--- config.mk ---
export PLATFORM = sky130hd
export DESIGN_NAME = add_sub_pipe
export DESIGN_NICKNAME = d
export VERILOG_FILES = /design/src/rtl/add_sub_pipe.sv
export SDC_FILE = /design/constraint.sdc
export NUM_CORES = 1
export LEC_CHECK = 0
export ABC_AREA = 1
export CAP_MARGIN = 0
export CORE_MARGIN = 1.5
export CORE_UTILIZATION = 35
export CTS_CLUSTER_DIAMETER = 50
export DETAILED_ROUTE_END_ITERATION = 7
export MAX_ROUTING_LAYER = met4
export PLACE_DENSITY = 0.7
export RECOVER_POWER = 100
export SYNTH_ARGS = -nofsm -noshare
export SYNTH_HDL_FRONTEND = slang
export SYNTH_SLANG_ARGS = --single-unit
--- constraint.sdc ---
create_clock -name clk -period 18.3 [get_ports clk]
set_clock_uncertainty 0.15 [all_clocks]
set_input_delay 4.575 -clock clk [delete_from_list [all_inputs] [get_ports clk]]
set_output_delay 4.575 -clock clk [all_outputs]
set_load 0.01 [all_outputs]
--- src/rtl/add_sub_pipe.sv ---
// Pipelined adder/subtractor with status flags and valid/ready handshake.
// Optional saturation on signed overflow when ADD_SUB_PIPE_SAT_EN is defined (adds the sat port).
module add_sub_pipe #(
    parameter int unsigned WIDTH  = 32,
    parameter int unsigned STAGES = 2
) (
    input  logic             clk,
    input  logic             rst,
    input  logic             in_valid,
    output logic             in_ready,
    input  logic [WIDTH-1:0] a,
    input  logic [WIDTH-1:0] b,
    input  logic             cin,
    input  logic             sub,
`ifdef ADD_SUB_PIPE_SAT_EN
    input  logic             sat,
`endif
    output logic             out_valid,
    input  logic             out_ready,
    output logic [WIDTH-1:0] f,
    output logic             cout,
    output logic             of,
    output logic             sf,
    output logic             zf,
    output logic             cf
);

    localparam int unsigned SEG  = WIDTH / STAGES;
    localparam int unsigned LAST = STAGES - 1;

    if (WIDTH < 2 || STAGES < 1 || STAGES > WIDTH || (WIDTH % STAGES) != 0) begin : g_bad_cfg
        $error("add_sub_pipe: illegal WIDTH/STAGES combination");
    end

    // Stage registers: stage k holds segments [0..k] of the result plus the skewed operands.
    logic             v_q   [STAGES];
    logic [WIDTH-1:0] a_q   [STAGES];
    logic [WIDTH-1:0] bx_q  [STAGES];
    logic [WIDTH-1:0] f_q   [STAGES];
    logic             c_q   [STAGES];
    logic             z_q   [STAGES];
    logic             sub_q [STAGES];
`ifdef ADD_SUB_PIPE_SAT_EN
    logic             sat_q [STAGES];
    logic             src_sat [STAGES];
`endif

    logic             of_q;
    logic             sf_q;
    logic             zf_q;
    logic             cf_q;

    logic             src_v   [STAGES];
    logic [WIDTH-1:0] src_a   [STAGES];
    logic [WIDTH-1:0] src_bx  [STAGES];
    logic [WIDTH-1:0] src_f   [STAGES];
    logic             src_c   [STAGES];
    logic             src_z   [STAGES];
    logic             src_sub [STAGES];

    logic [SEG:0]     seg_sum [STAGES];
    logic [WIDTH-1:0] nxt_f   [STAGES];
    logic             nxt_c   [STAGES];
    logic             nxt_z   [STAGES];

    logic             advance;
    logic             ovf;
    logic             clamp;
    logic [WIDTH-1:0] fin_f;

    assign advance = !v_q[LAST] || out_ready;

    // Stage inputs: stage 0 takes the port operands, later stages take the previous register.
    always_comb begin
        src_v[0]   = in_valid;
        src_a[0]   = a;
        src_bx[0]  = sub ? ~b : b;
        src_f[0]   = '0;
        src_c[0]   = cin ^ sub;
        src_z[0]   = 1'b1;
        src_sub[0] = sub;
`ifdef ADD_SUB_PIPE_SAT_EN
        src_sat[0] = sat;
`endif
        for (int unsigned k = 1; k < STAGES; k++) begin
            src_v[k]   = v_q[k-1];
            src_a[k]   = a_q[k-1];
            src_bx[k]  = bx_q[k-1];
            src_f[k]   = f_q[k-1];
            src_c[k]   = c_q[k-1];
            src_z[k]   = z_q[k-1];
            src_sub[k] = sub_q[k-1];
`ifdef ADD_SUB_PIPE_SAT_EN
            src_sat[k] = sat_q[k-1];
`endif
        end
    end

    // One carry segment per stage.
    always_comb begin
        for (int unsigned k = 0; k < STAGES; k++) begin
            seg_sum[k] = {1'b0, src_a[k][k*SEG +: SEG]}
                       + {1'b0, src_bx[k][k*SEG +: SEG]}
                       + (SEG+1)'(src_c[k]);
            nxt_f[k] = src_f[k];
            nxt_f[k][k*SEG +: SEG] = seg_sum[k][SEG-1:0];
            nxt_c[k] = seg_sum[k][SEG];
            nxt_z[k] = src_z[k] && (seg_sum[k][SEG-1:0] == '0);
        end
    end

    // Final-stage overflow and optional clamp; clamp direction follows the operand sign.
    always_comb begin
        ovf   = (src_a[LAST][WIDTH-1] == src_bx[LAST][WIDTH-1]) &&
                (nxt_f[LAST][WIDTH-1] != src_a[LAST][WIDTH-1]);
        clamp = 1'b0;
`ifdef ADD_SUB_PIPE_SAT_EN
        clamp = src_sat[LAST] && ovf;
`endif
        fin_f = nxt_f[LAST];
        if (clamp) begin
            fin_f = src_a[LAST][WIDTH-1] ? {1'b1, {(WIDTH-1){1'b0}}}
                                         : {1'b0, {(WIDTH-1){1'b1}}};
        end
    end

    // All stages shift together on advance; data only loads behind a valid op.
    always_ff @(posedge clk) begin
        if (rst) begin
            for (int unsigned k = 0; k < STAGES; k++) begin
                v_q[k]   <= 1'b0;
                a_q[k]   <= '0;
                bx_q[k]  <= '0;
                f_q[k]   <= '0;
                c_q[k]   <= 1'b0;
                z_q[k]   <= 1'b0;
                sub_q[k] <= 1'b0;
`ifdef ADD_SUB_PIPE_SAT_EN
                sat_q[k] <= 1'b0;
`endif
            end
            of_q <= 1'b0;
            sf_q <= 1'b0;
            zf_q <= 1'b0;
            cf_q <= 1'b0;
        end else if (advance) begin
            for (int unsigned k = 0; k < STAGES; k++) begin
                v_q[k] <= src_v[k];
                if (src_v[k]) begin
                    a_q[k]   <= src_a[k];
                    bx_q[k]  <= src_bx[k];
                    f_q[k]   <= (k == LAST) ? fin_f : nxt_f[k];
                    c_q[k]   <= nxt_c[k];
                    z_q[k]   <= nxt_z[k];
                    sub_q[k] <= src_sub[k];
`ifdef ADD_SUB_PIPE_SAT_EN
                    sat_q[k] <= src_sat[k];
`endif
                end
            end
            if (src_v[LAST]) begin
                of_q <= ovf;
                sf_q <= fin_f[WIDTH-1];
                zf_q <= nxt_z[LAST] && !clamp;
                cf_q <= nxt_c[LAST] ^ src_sub[LAST];
            end
        end
    end

    assign in_ready  = advance;
    assign out_valid = v_q[LAST];
    assign f         = f_q[LAST];
    assign cout      = c_q[LAST];
    assign of        = of_q;
    assign sf        = sf_q;
    assign zf        = zf_q;
    assign cf        = cf_q;

endmodule

==> impl_metrics.csv <==
group,metric,value,unit
worst_setup_path,cpPeakStageDelay,0.62,ns
timing,holdWs,0.305,ns
worst_hold_path,whs_path_depth,2,
finish,multi_input_area,2390,µm²
drt,wl_per_cell,12.0,µm
worst_setup_path,worstPathArrival,5.87,ns
finish,area_delta_synth_final,23.7,%
worst_setup_path,r2r_end,"z_q[0]$_SDFFCE_PN0P_",
logic_synthesis,synthArstFlopShare,0,
timing,drv_slew,137,
clock_tree,clk_latency,0.35,ns
timing,relSlewSlack,-1.37,
drt,drt_iter0_drc,281,
worst_setup_path,crit_family,"buffers and inverters",
clock_tree,clk_pin_slew,0.06,ns
logic_synthesis,post_synth.cell_area_avg,8.52,µm²
logic_synthesis,yosys.area.top_type,"edfxtp_1",
flow_run,drv_cap,2,
drt,remaining_drc_errors,0,
timing,worst_pin_slew,3.56,ns
worst_setup_path,crit_start,"out_ready",
power_and_ir_drop,powerDensity,83.5,nW/µm²
logic_synthesis,syn_area,5710,µm²
logic_synthesis,yosys-top-cells-count,"145 x nand2_1, 112 x nor2_1, 95 x inv_1",
global_route,grt_max_degree,85,
floorplan,die_h,131,µm
worst_setup_path,crit_chain,"dlygate4sd3_1 > inv_1 > nand2_1 > dlygate4sd3_1",
global_route,grt_pass1_vias,3869,
logic_synthesis,synth_cell_types,29,
logic_synthesis,syn-num-nets,774,
clock_tree,cts_tree,"done",
logic_synthesis,synth_most_common_cell,"nand2_1",
global_route,grt_use_total,0.147,
global_route,grt_overflow_total,0,
logic_synthesis,yosys_warnings,0,
logic_synthesis,yosys-top-cells-area,"edfxtp_1 45%, nand2_1 9.5%, nor2_1 7.4%",
drt,vias_per_cell,4.38,
power_and_ir_drop,ir_worst_vdd,0.0453,mV
timing,finalCriticalPeriod,10.60,ns
logic_synthesis,syn_inst,670,
placed_design,port_buffers,108,
timing,rsz0062_at_grt,"false",
power_and_ir_drop,leakage,3.21,nW
worst_setup_path,path_common_cell,"dlygate4sd3_1",
worst_hold_path,hold_class,"register to register",
placed_design,gp_congestion,0.891,
floorplan,dieArea,17100,µm²
drt,wl,11600,µm
global_route,grt_pass1_wl,18400,µm
floorplan,initial_core_util,0.359,
worst_setup_path,critPathBufInv,3,
drt,num_vias,4241,
worst_setup_path,critPathCaptureType,"output port",
finish,final_util,0.444,
finish,drive_above_1_share,0.0332,
timing,finalHoldViolations,0,
timing,finalSetupViolCount,0,
clock_tree,cts_made_buffers,9,
worst_setup_path,path_depth,4,
timing,period_share,0.579,
logic_synthesis,ys_ff_latch,90,
finish,fillers,1590,
global_route,antenna_found_initial,0,
drt,ant_nets,0,
floorplan,core,15900,µm²
logic_synthesis,synth_flop_cell,"edfxtp_1",
finish,seq_area,2660,µm²
clock_tree,cts-htree-levels,3,
logic_synthesis,ys_seq_area_frac,0.466,
worst_setup_path,path_class,"input port to output port",
timing,tns,0,ns
worst_setup_path,critPathMaxFanout,4,
worst_hold_path,hold_path.startpoint,"sf$_SDFFE_PP0P_",
worst_setup_path,rr_worst_depth,9,
logic_synthesis,synth_top_cell_area_share,0.452,
clock_tree,postCtsHoldBufs,0,
logic_synthesis,synth_edf_count,86,
finish,diodes,0,
clock_tree,post_cts_buffers,0,
floorplan,pin_count,109,
outcome,violations,"max-capacitance violations, max-slew violations",
floorplan,num_rows,46,
worst_setup_path,slowest_stage,"dlygate4sd3_1",
clock_tree,root_buffer,"clkbuf_16",
outcome,run_status,"finished, violations left",
worst_hold_path,hold_end,"sf$_SDFFE_PP0P_",
clock_tree,cts_resized,0,
finish,nets,852,
worst_setup_path,r2r_start,"v_q[0][0]$_SDFFCE_PN0P_",
clock_tree,cts_buffer_depth,2,
clock_tree,numClockSinks,90,
drt,dr.pass1.iters,5,
worst_setup_path,worstPathRequired,13.58,ns
placed_design,hpwlAfterDp,8970,µm
worst_setup_path,worstSetupStartpointType,"input port",
worst_setup_path,r2r_setup_slack,14.25,ns
floorplan,dieWidth,131,µm
timing,fmax,94.4,MHz
[sequential cells by signal (all words and copies together) (netlist names)]
register and flops:
a_q 16, bx_q 16, c_q 2, cf 1, f_q 48, of 1, sf 1, sub_q 1
v_q 2, z_q 1, zf 1
[worst max-delay path by stage]
stage                    end
floorplan           in_ready
global placement    in_ready
detailed placement  in_ready
CTS                 in_ready
global route        in_ready
finish              in_ready
[where the power goes]
group / internal (mW) / switching, mW
combinational: 0.0651 / 0.0907
sequential: 0.250 / 0.00590
clock: 0.104 / 0.0735
total: 0.420 / 0.170
[cells by family (layout without fill, tap and decap cells)]
| logic type | after synthesis | count (layout) | synth area share |
|---|---|---|---|
| buf+inv | 140 | 223 | 0.116 |
| compound gates | 52 | 52 | 0.0511 |
| fa+ha+maj | 34 | 34 | 0.0798 |
| xor+xnor | 37 | 37 | 0.0568 |
| flops | 90 | 90 | 0.466 |
| simple gates | 317 | 317 | 0.230 |
[placed cells by master, fill, tap and decap left out, drive strengths merged, types with 2 or more instances in the layout]
| cell type | count |
|---|---|
| a21oi | 33 |
| buf | 2 |
| clkbuf | 12 |
| clkdlybuf4s50 | 67 |
| clkinv | 5 |
| dfxtp | 4 |
| dlygate4sd3 | 40 |
| edfxtp | 86 |
| fa | 4 |
| ha | 30 |
| inv | 96 |
| nand2 | 150 |
| nand3 | 33 |
| nand3b | 10 |
| nand4 | 5 |
| nor2 | 112 |
| nor3 | 6 |
| o21ai | 12 |
| o21bai | 3 |
| xnor2 | 19 |
| xor2 | 18 |
[tightest hold or removal path: cells and delay by family (launching register included)]
family,cells,cell delay [ns]
compound gates,1,0.05
flops,1,0.32
simple gates,1,0.05
[layer usage]
layer | track usage | routed length, µm | vias up
li1 | - | - | 2276
met1 | 0.208 | 5890 | 1851
met2 | 0.213 | 4940 | 110
met3 | 0.0261 | 662 | 4
met4 | 0.0465 | 92 | 0
met5 | - | 0 | -
[stage by stage]
step | cell area, µm² | total power [mW] | std cells | worst slack, ns
3_3_place_gp | 6790 | 0.419 | 953 | 7.87
6_report | 7060 | 0.590 | 969 | 7.70
2_1_floorplan | 5710 | 0.370 | 670 | 8.85
4_1_cts | 7080 | 0.600 | 969 | 7.83
5_1_grt | 7060 | 0.627 | 969 | 7.61
3_5_place_dp | 6790 | 0.420 | 953 | 7.83
[area by class of cell]
class / instances / area share
Clock buffer: 9 / 0.0319
Clock inverter: 7 / 0.00833
Inverter: 95 / 0.0505
Multi-Input combinational cell: 440 / 0.339
Sequential cell: 90 / 0.377
Tap cell: 216 / 0.0383
Timing Repair Buffer: 112 / 0.155
Note: power is estimated with default switching activity, not from simulation.
